**src/rtl/prio_enc_pkg.sv**
```systemverilog
// Shared definitions for the draining priority encoder and its selector.
package prio_enc_pkg;

  typedef enum logic {
    IDLE  = 1'b0,
    SERVE = 1'b1
  } state_t;

  localparam int MODE_FIXED = 0;
  localparam int MODE_RR    = 1;

endpackage

```
**src/rtl/prio_sel.sv**
```systemverilog
// Combinational selector: picks the next set bit of pend, either highest-first
// or descending from just below ptr with wrap, and flags the last set bit.
module prio_sel
  import prio_enc_pkg::*;
#(
  parameter int N    = 8,
  parameter int MODE = MODE_FIXED,
  localparam int W   = $clog2(N)
) (
  input  logic [N-1:0] pend,
  input  logic [W-1:0] ptr,
  output logic [W-1:0] idx,
  output logic         last
);

  int     start;
  int     pos;
  logic   found;
  logic [W:0] cnt;

  // The wrap is done in integer arithmetic so a non-power-of-2 N never yields an index >= N.
  always_comb begin
    idx   = '0;
    found = 1'b0;
    start = 0;
    pos   = 0;
    if (MODE == MODE_RR) begin
      start = (ptr == '0) ? N - 1 : int'(ptr) - 1;
      for (int k = 0; k < N; k++) begin
        pos = start - k;
        if (pos < 0) pos = pos + N;
        if (!found && pend[pos[W-1:0]]) begin
          idx   = W'(pos);
          found = 1'b1;
        end
      end
    end else begin
      for (int i = 0; i < N; i++) begin
        if (pend[i]) idx = W'(i);
      end
    end
  end

  always_comb begin
    cnt = '0;
    for (int i = 0; i < N; i++) cnt = cnt + (W+1)'(pend[i]);
    last = (cnt == (W+1)'(1));
  end

endmodule

```
**src/rtl/prio_enc_drain.sv**
```systemverilog
// Captures a request vector and drains its set bits one index per output
// handshake; an all-zero vector is reported as a one-cycle none pulse.
module prio_enc_drain
  import prio_enc_pkg::*;
#(
  parameter int N    = 8,
  parameter int MODE = MODE_FIXED,
  localparam int W   = $clog2(N)
) (
  input  logic         clk,
  input  logic         rst,
  input  logic [N-1:0] req,
  input  logic         req_valid,
  output logic         req_ready,
  output logic [W-1:0] out_idx,
  output logic         out_valid,
  input  logic         out_ready,
  output logic         out_last,
  output logic         none
);

  state_t       state;
  logic [N-1:0] pend;
  logic [W-1:0] ptr;
  logic [W-1:0] sel_idx;
  logic         sel_last;

  prio_sel #(
    .N    (N),
    .MODE (MODE)
  ) u_sel (
    .pend (pend),
    .ptr  (ptr),
    .idx  (sel_idx),
    .last (sel_last)
  );

  // In fixed mode ptr is never written, so it stays at its reset value of 0.
  always_ff @(posedge clk) begin
    if (rst) begin
      state <= IDLE;
      pend  <= '0;
      ptr   <= '0;
      none  <= 1'b0;
    end else begin
      none <= 1'b0;
      case (state)
        IDLE: begin
          if (req_valid) begin
            if (req == '0) begin
              none <= 1'b1;
            end else begin
              pend  <= req;
              state <= SERVE;
            end
          end
        end
        SERVE: begin
          if (out_ready) begin
            pend <= pend & ~(N'(1) << sel_idx);
            if (MODE == MODE_RR) ptr <= sel_idx;
            if (sel_last) state <= IDLE;
          end
        end
        default: state <= IDLE;
      endcase
    end
  end

  assign req_ready = (state == IDLE);
  assign out_valid = (state == SERVE);
  assign out_idx   = (state == SERVE) ? sel_idx : '0;
  assign out_last  = (state == SERVE) && sel_last;

endmodule

```
**config.mk**
```make
export PLATFORM = sky130hd
export DESIGN_NAME = prio_enc_drain
export DESIGN_NICKNAME = d
export VERILOG_FILES = /design/src/rtl/prio_enc_pkg.sv /design/src/rtl/prio_sel.sv /design/src/rtl/prio_enc_drain.sv
export SDC_FILE = /design/constraint.sdc
export NUM_CORES = 1
export LEC_CHECK = 0
export CAP_MARGIN = 20
export CORE_ASPECT_RATIO = 0.75
export CORE_MARGIN = 2
export CORE_UTILIZATION = 35
export CTS_BUF_LIST = sky130_fd_sc_hd__clkbuf_4 sky130_fd_sc_hd__clkbuf_8 sky130_fd_sc_hd__clkbuf_16
export DETAILED_ROUTE_END_ITERATION = 6
export SLEW_MARGIN = 20
export SYNTH_ARGS = -nofsm -noshare
export SYNTH_HDL_FRONTEND = slang
export SYNTH_SLANG_ARGS = --single-unit
```
**constraint.sdc**
```tcl
create_clock -name clk -period 2.6 [get_ports clk]
set_input_delay 0.26 -clock clk [delete_from_list [all_inputs] [get_ports clk]]
set_output_delay 0.26 -clock clk [all_outputs]
set_load 0.1 [all_outputs]
```
# Word-level counts from Yosys, hierarchy flattened
# Index checks and enable logic that the tools add are counted.
[word_totals]
register_bits = 10
in_bits = 12
output_inout_bits = 7
wordCells = 41
[classes]
n_addsub = 7
eq_ne = 4
shift = 1
n_mux = 18
n_bitwise = 4
reduce_logical = 4
[op_table]
columns = ["operator", "n"]
rows = [
  ["4-bit by 1-bit adder with 4-bit output", 6],
  ["8-bit two-way mux", 3],
  ["8-bit case mux with 2 select lines", 1],
  ["3-bit two-way mux", 5],
  ["8-bit bitwise AND", 1],
  ["8-bit zero test", 1],
  ["8-bit inverter", 1],
  ["1-bit by 3-bit left shift with 8-bit output, first input constant", 1],
  ["1-bit two-way mux", 6],
  ["2-bit inequality test, second input constant", 3],
  ["4-bit by 1-bit == test with 1-bit output, second input constant", 1],
  ["2-bit two-way mux", 2],
  ["3-bit AND reduction", 1],
  ["3-bit OR reduction", 1],
  ["1-bit by 1-bit adder with 2-bit output", 1],
  ["1-bit inverter", 2],
  ["1-bit case mux with 2 select lines", 1],
  ["1-bit logical AND", 1],
]

# Logic depth before layout (Yosys ltp)
[depth]
ltp_word = 12
mapped_depth = 12

# Hierarchy
# From an unflattened synthesis, not the netlist that was laid out.
[unflattened]
cells_unflattened = 102
area_unflattened_um2 = 795.8
[modules_own_cells]
columns = ["module", "n_inst", "cells_each", "area_per_inst_um2", "seq_area_each_um2"]
rows = [
  ["prio_enc_drain", 1, 71, 560.5, 200.2],
  ["prio_sel", 1, 31, 235.2, 0.0],
]

# Least setup slack after synthesis
# No wires, ideal clock.
[synth_path]
kind = "register -> output"
start = "register pend[1]"
end = "output port out_last"
arrival_ps = 3759
required_time_ps = 2340
slack_ps = -1419
path_stages_with_launch = 12
path_buffers = 0
cell_sequence = "dfxtp_1 -> ha_1 -> inv_1 -> fa_1 -> fa_1 -> inv_1 -> fa_1 -> inv_1 -> fa_1 -> a211oi_1 -> mux2i_1 -> nor2_1"
[synth_via]
elab_chain_len = 9
[synth_rtl]
columns = ["element", "line_no", "text"]
rows = [
  ["start: declaration", "prio_enc_drain.sv:23", "logic [N-1:0] pend;"],
  ["start signal: assignment", "prio_enc_drain.sv:53", "pend <= req;"],
  ["start signal: assignment", "prio_enc_drain.sv:60", "pend <= pend & ~(N'(1) << sel_idx);"],
  ["1-bit by 1-bit adder with 2-bit output", "prio_sel.sv:46", "for (int i = 0; i < N; i++) cnt = cnt + (W+1)'(pend[i]);"],
  ["4-bit by 1-bit adder with 4-bit output (6 in series)", "prio_sel.sv:46", ""],
  ["4-bit by 1-bit == test with 1-bit output", "prio_sel.sv:47", "last = (cnt == (W+1)'(1));"],
  ["1-bit logical AND", "prio_enc_drain.sv:73", "assign out_last = (state == SERVE) && sel_last;"],
  ["end: declaration", "prio_enc_drain.sv:18", "output logic out_last,"],
]
# Every way passes these cells.

# Final worst setup path
[layout_path]
start = "register pend[0]"
end = "output port out_last"
# Same word-level chain as after synthesis.

==> run metrics <==
outcome=finished, violations left; violated checks=setup timing; transition time of the tightest slew-check pin=0.498 ns; sequential cell area in the final layout=204 µm²; internal power=0.000358 W; Max H-tree Level=1; setup repair after global routing missed its margin=true; fmax=~300 MHz; Routed wire per std cell=~14 µm; final antenna diode count=0; clock buffers created by TritonCTS=3; placement row count=14; combinational share of power=a little under three fifths; Iteration-0 DRC Markers=23; category of the worst setup path launch point=flip-flop; fraction of layout cells with a size suffix above 1=~34%; switching share of power=between 40 and 50%; pre-CTS worst setup slack=-0.503 ns; vertical die dimension=roughly 43 µm; final design area excluding fillers=roughly 1100 µm²; critical-path maximum fanout=2; number of I/O port buffers=18; buffer cell driving the clock tree root=clkbuf_4; number of warnings reported in the yosys synthesis log=0; net count of the mapped netlist=between 100 and 150; Power Dens Cells=603 nW/µm²; post-DR vias/cell=around 5.5; TritonCTS clock tree=done; residual DRC count=0; Worst-path clk slew=0.07 ns; Max-slew headroom=66.7%; clock sinks=10; maximum number of pins on one net before global-route repair=12; clock share of power=16.4%; Max Transition Viols Final=0; wire length of the first global-routing pass=approximately 3.2 mm; netlist area before placement=approximately 720 µm²; clock skew after layout=roughly 0.0079 ns; share of the core filled with cells=about 55%; hold bufs inserted after CTS=0; Hold Vio Cnt, Final=0; area added between synthesis and finish=50.9%; per-instance average area after synthesis=between 8 and 9 µm²; placed cell area=1010 µm²; die width=roughly 56 µm; combined area of the multi-input logic cells=between 500 and 600 µm²; final HPWL from detailed placement=between 1.5 and 2 mm; ys async rst share=0%; clk_lat worst skew=between 0.2 and 0.3 ns; number of antenna violations at the first check in global routing=0; die footprint=2430 µm²; hold crit path type=in -> reg; remaining global-route overflow=0; data required time at the worst endpoint=roughly 2.3 ns; post-synthesis register bit count=10; number of enable flip-flop cells after synthesis=0; total design power=about 0.00065 W; PnR worst setup slack=-0.731 ns; total setup violations reported at the end of the flow=2; CTS Buffer Depth=2; effective utilization at floorplan=a little over a third; routed via count=approximately 770; number of distinct library cells after synthesis=32; Filler Cell Count=188; total detailed-routing wirelength=1.94 mm; DRT antenna net count=0; path type of the worst setup path=reg -> out; area inside the core boundary=1960 µm²; Net count, final=135; worst vdd ir=approximately 0.42 mV; fraction of the yosys area taken by sequential cells=between 20% and 30%; Primary FF master, synth=dfxtp_1; period utilization=128%; switching power of the nets=just under 0.0003 W; count of boundary I/O pins=19; arrival time of the worst setup path=just over 3 ns; final worst path period need=roughly 3.3 ns; DR pass1 iterations=4; register share of total power=between 20% and 30%; number of global-route vias before repair=around 700; critical path endpoint category=output port; routability congestion estimate=0.839; total global-route track usage=between 15 and 20%; Leakage Power=~0.46 nW; number of violations of the max-capacitance limit=0; number of standard cells after synthesis=86
cells by family (layout without fill, tap and decap cells):
logic type,after synthesis,count (layout),share of synthesized area (%)
adders and majority gates,7,7,16.4
and+or+nand+nor,30,30,23.1
buffers and inverters,14,42,7.52
AOI/OAI and AO/OA,24,24,23.6
DFF,10,10,28.0
muxes,1,1,1.40
area by class of cell:
type | instances | area share, %
multi-input cells | 62 | 49.6
clock buffers | 3 | 2.09
well taps | 24 | 2.78
repair buffers | 27 | 22.5
inverters | 12 | 4.17
flip-flops and latches | 10 | 18.9
layout by cell type, fill, tap and decap left out, types with 2 or more instances in the layout:
| master | Yosys | final |
|---|---|---|
| buf_4 | 0 | 15 |
| clkdlybuf4s50_1 | 0 | 11 |
| inv_1 | 12 | 10 |
| dfxtp_1 | 10 | 7 |
| nor2_1 | 8 | 5 |
| nand2_1 | 5 | 5 |
| nor2_4 | 0 | 3 |
| o21ai_0 | 4 | 3 |
| nand2b_1 | 3 | 3 |
| a21oi_1 | 4 | 3 |
| nand3_1 | 5 | 3 |
| and3_1 | 3 | 3 |
| clkbuf_4 | 0 | 3 |
| dfxtp_2 | 0 | 3 |
| inv_2 | 0 | 2 |
| nand3_2 | 0 | 2 |
| nor4_1 | 2 | 2 |
| a32oi_1 | 2 | 2 |
| a31oi_1 | 2 | 2 |
| a32o_1 | 2 | 2 |
| fa_1 | 4 | 2 |
| fa_2 | 0 | 2 |
| ha_1 | 3 | 2 |
cells in the mapped netlist (3+ instances only):
cell type | instances | area share (%)
nand2b_1 | 3 | 2.6
nor2_1 | 8 | 4.2
inv_1 | 12 | 6.3
nand3_1 | 5 | 3.5
ha_1 | 3 | 5.2
fa_1 | 4 | 11
and3_1 | 3 | 2.6
dfxtp_1 | 10 | 28
nand2_1 | 5 | 2.6
a21oi_1 | 4 | 2.8
o21ai_0 | 4 | 2.8
worst max-delay path, stage by stage (launching register included):
cell and delay (ns):
dfxtp_2 0.34, ha_4 0.25, inv_2 0.03, fa_1 0.49, fa_1 0.40, inv_1 0.08
fa_2 0.20, inv_2 0.04, fa_2 0.35, a211oi_2 0.17, mux2i_2 0.13, nor2_4 0.14
buf_12 0.18
stage by stage:
step,TNS (ns),hold slack (ns),instances
finish,-1.09,0.559,138
floorplan,-0.796,0.372,86
global placement,-0.774,0.579,133
detailed placement,-0.863,0.572,133
CTS,-1.10,0.565,138
global route,-1.34,0.573,138
state kept, by name, indices dropped and copies added, names as in the netlist:
| signal | cells |
|---|---|
| pend | 8 |
| none | 1 |
| out_valid | 1 |
metal layers:
layer / wire [µm] / GRT usage, % / up-vias
met5: 0 / 0 / -
met3: 181 / 6.10 / 4
li1: - / - / 368
met4: 15 / 4.29 / 0
met1: 943 / 26.6 / 357
met2: 800 / 23.5 / 36
repair_timing:
item / CTS / global route
setup endpoints to repair: 2 / 2
buffers inserted: 2 / 0
gates resized for setup: 6 / 3
pin swaps: 3 / 1
final timing paths:
path | start | to | slack, ns | cells after the start
hold / removal | req[5] | pend[5] | 0.56 | 3
setup reg to reg | pend[0] | out_valid | -0.36 | 13
hold reg to reg | out_valid | out_valid | 0.57 | 2
setup / recovery | pend[0] | out_last | -0.73 | 12
power by group through the flow:
stage,clock [W],sequential (W),combinational [W]
finish,0.000107,0.000186,0.000359
global route,0.000116,0.000188,0.000385
detailed placement,0,0.000187,0.000335
CTS,0.000109,0.000184,0.000353
global placement,0,0.000187,0.000333
floorplan,0,0.000202,0.000226
(Power assumes the default switching activity.)
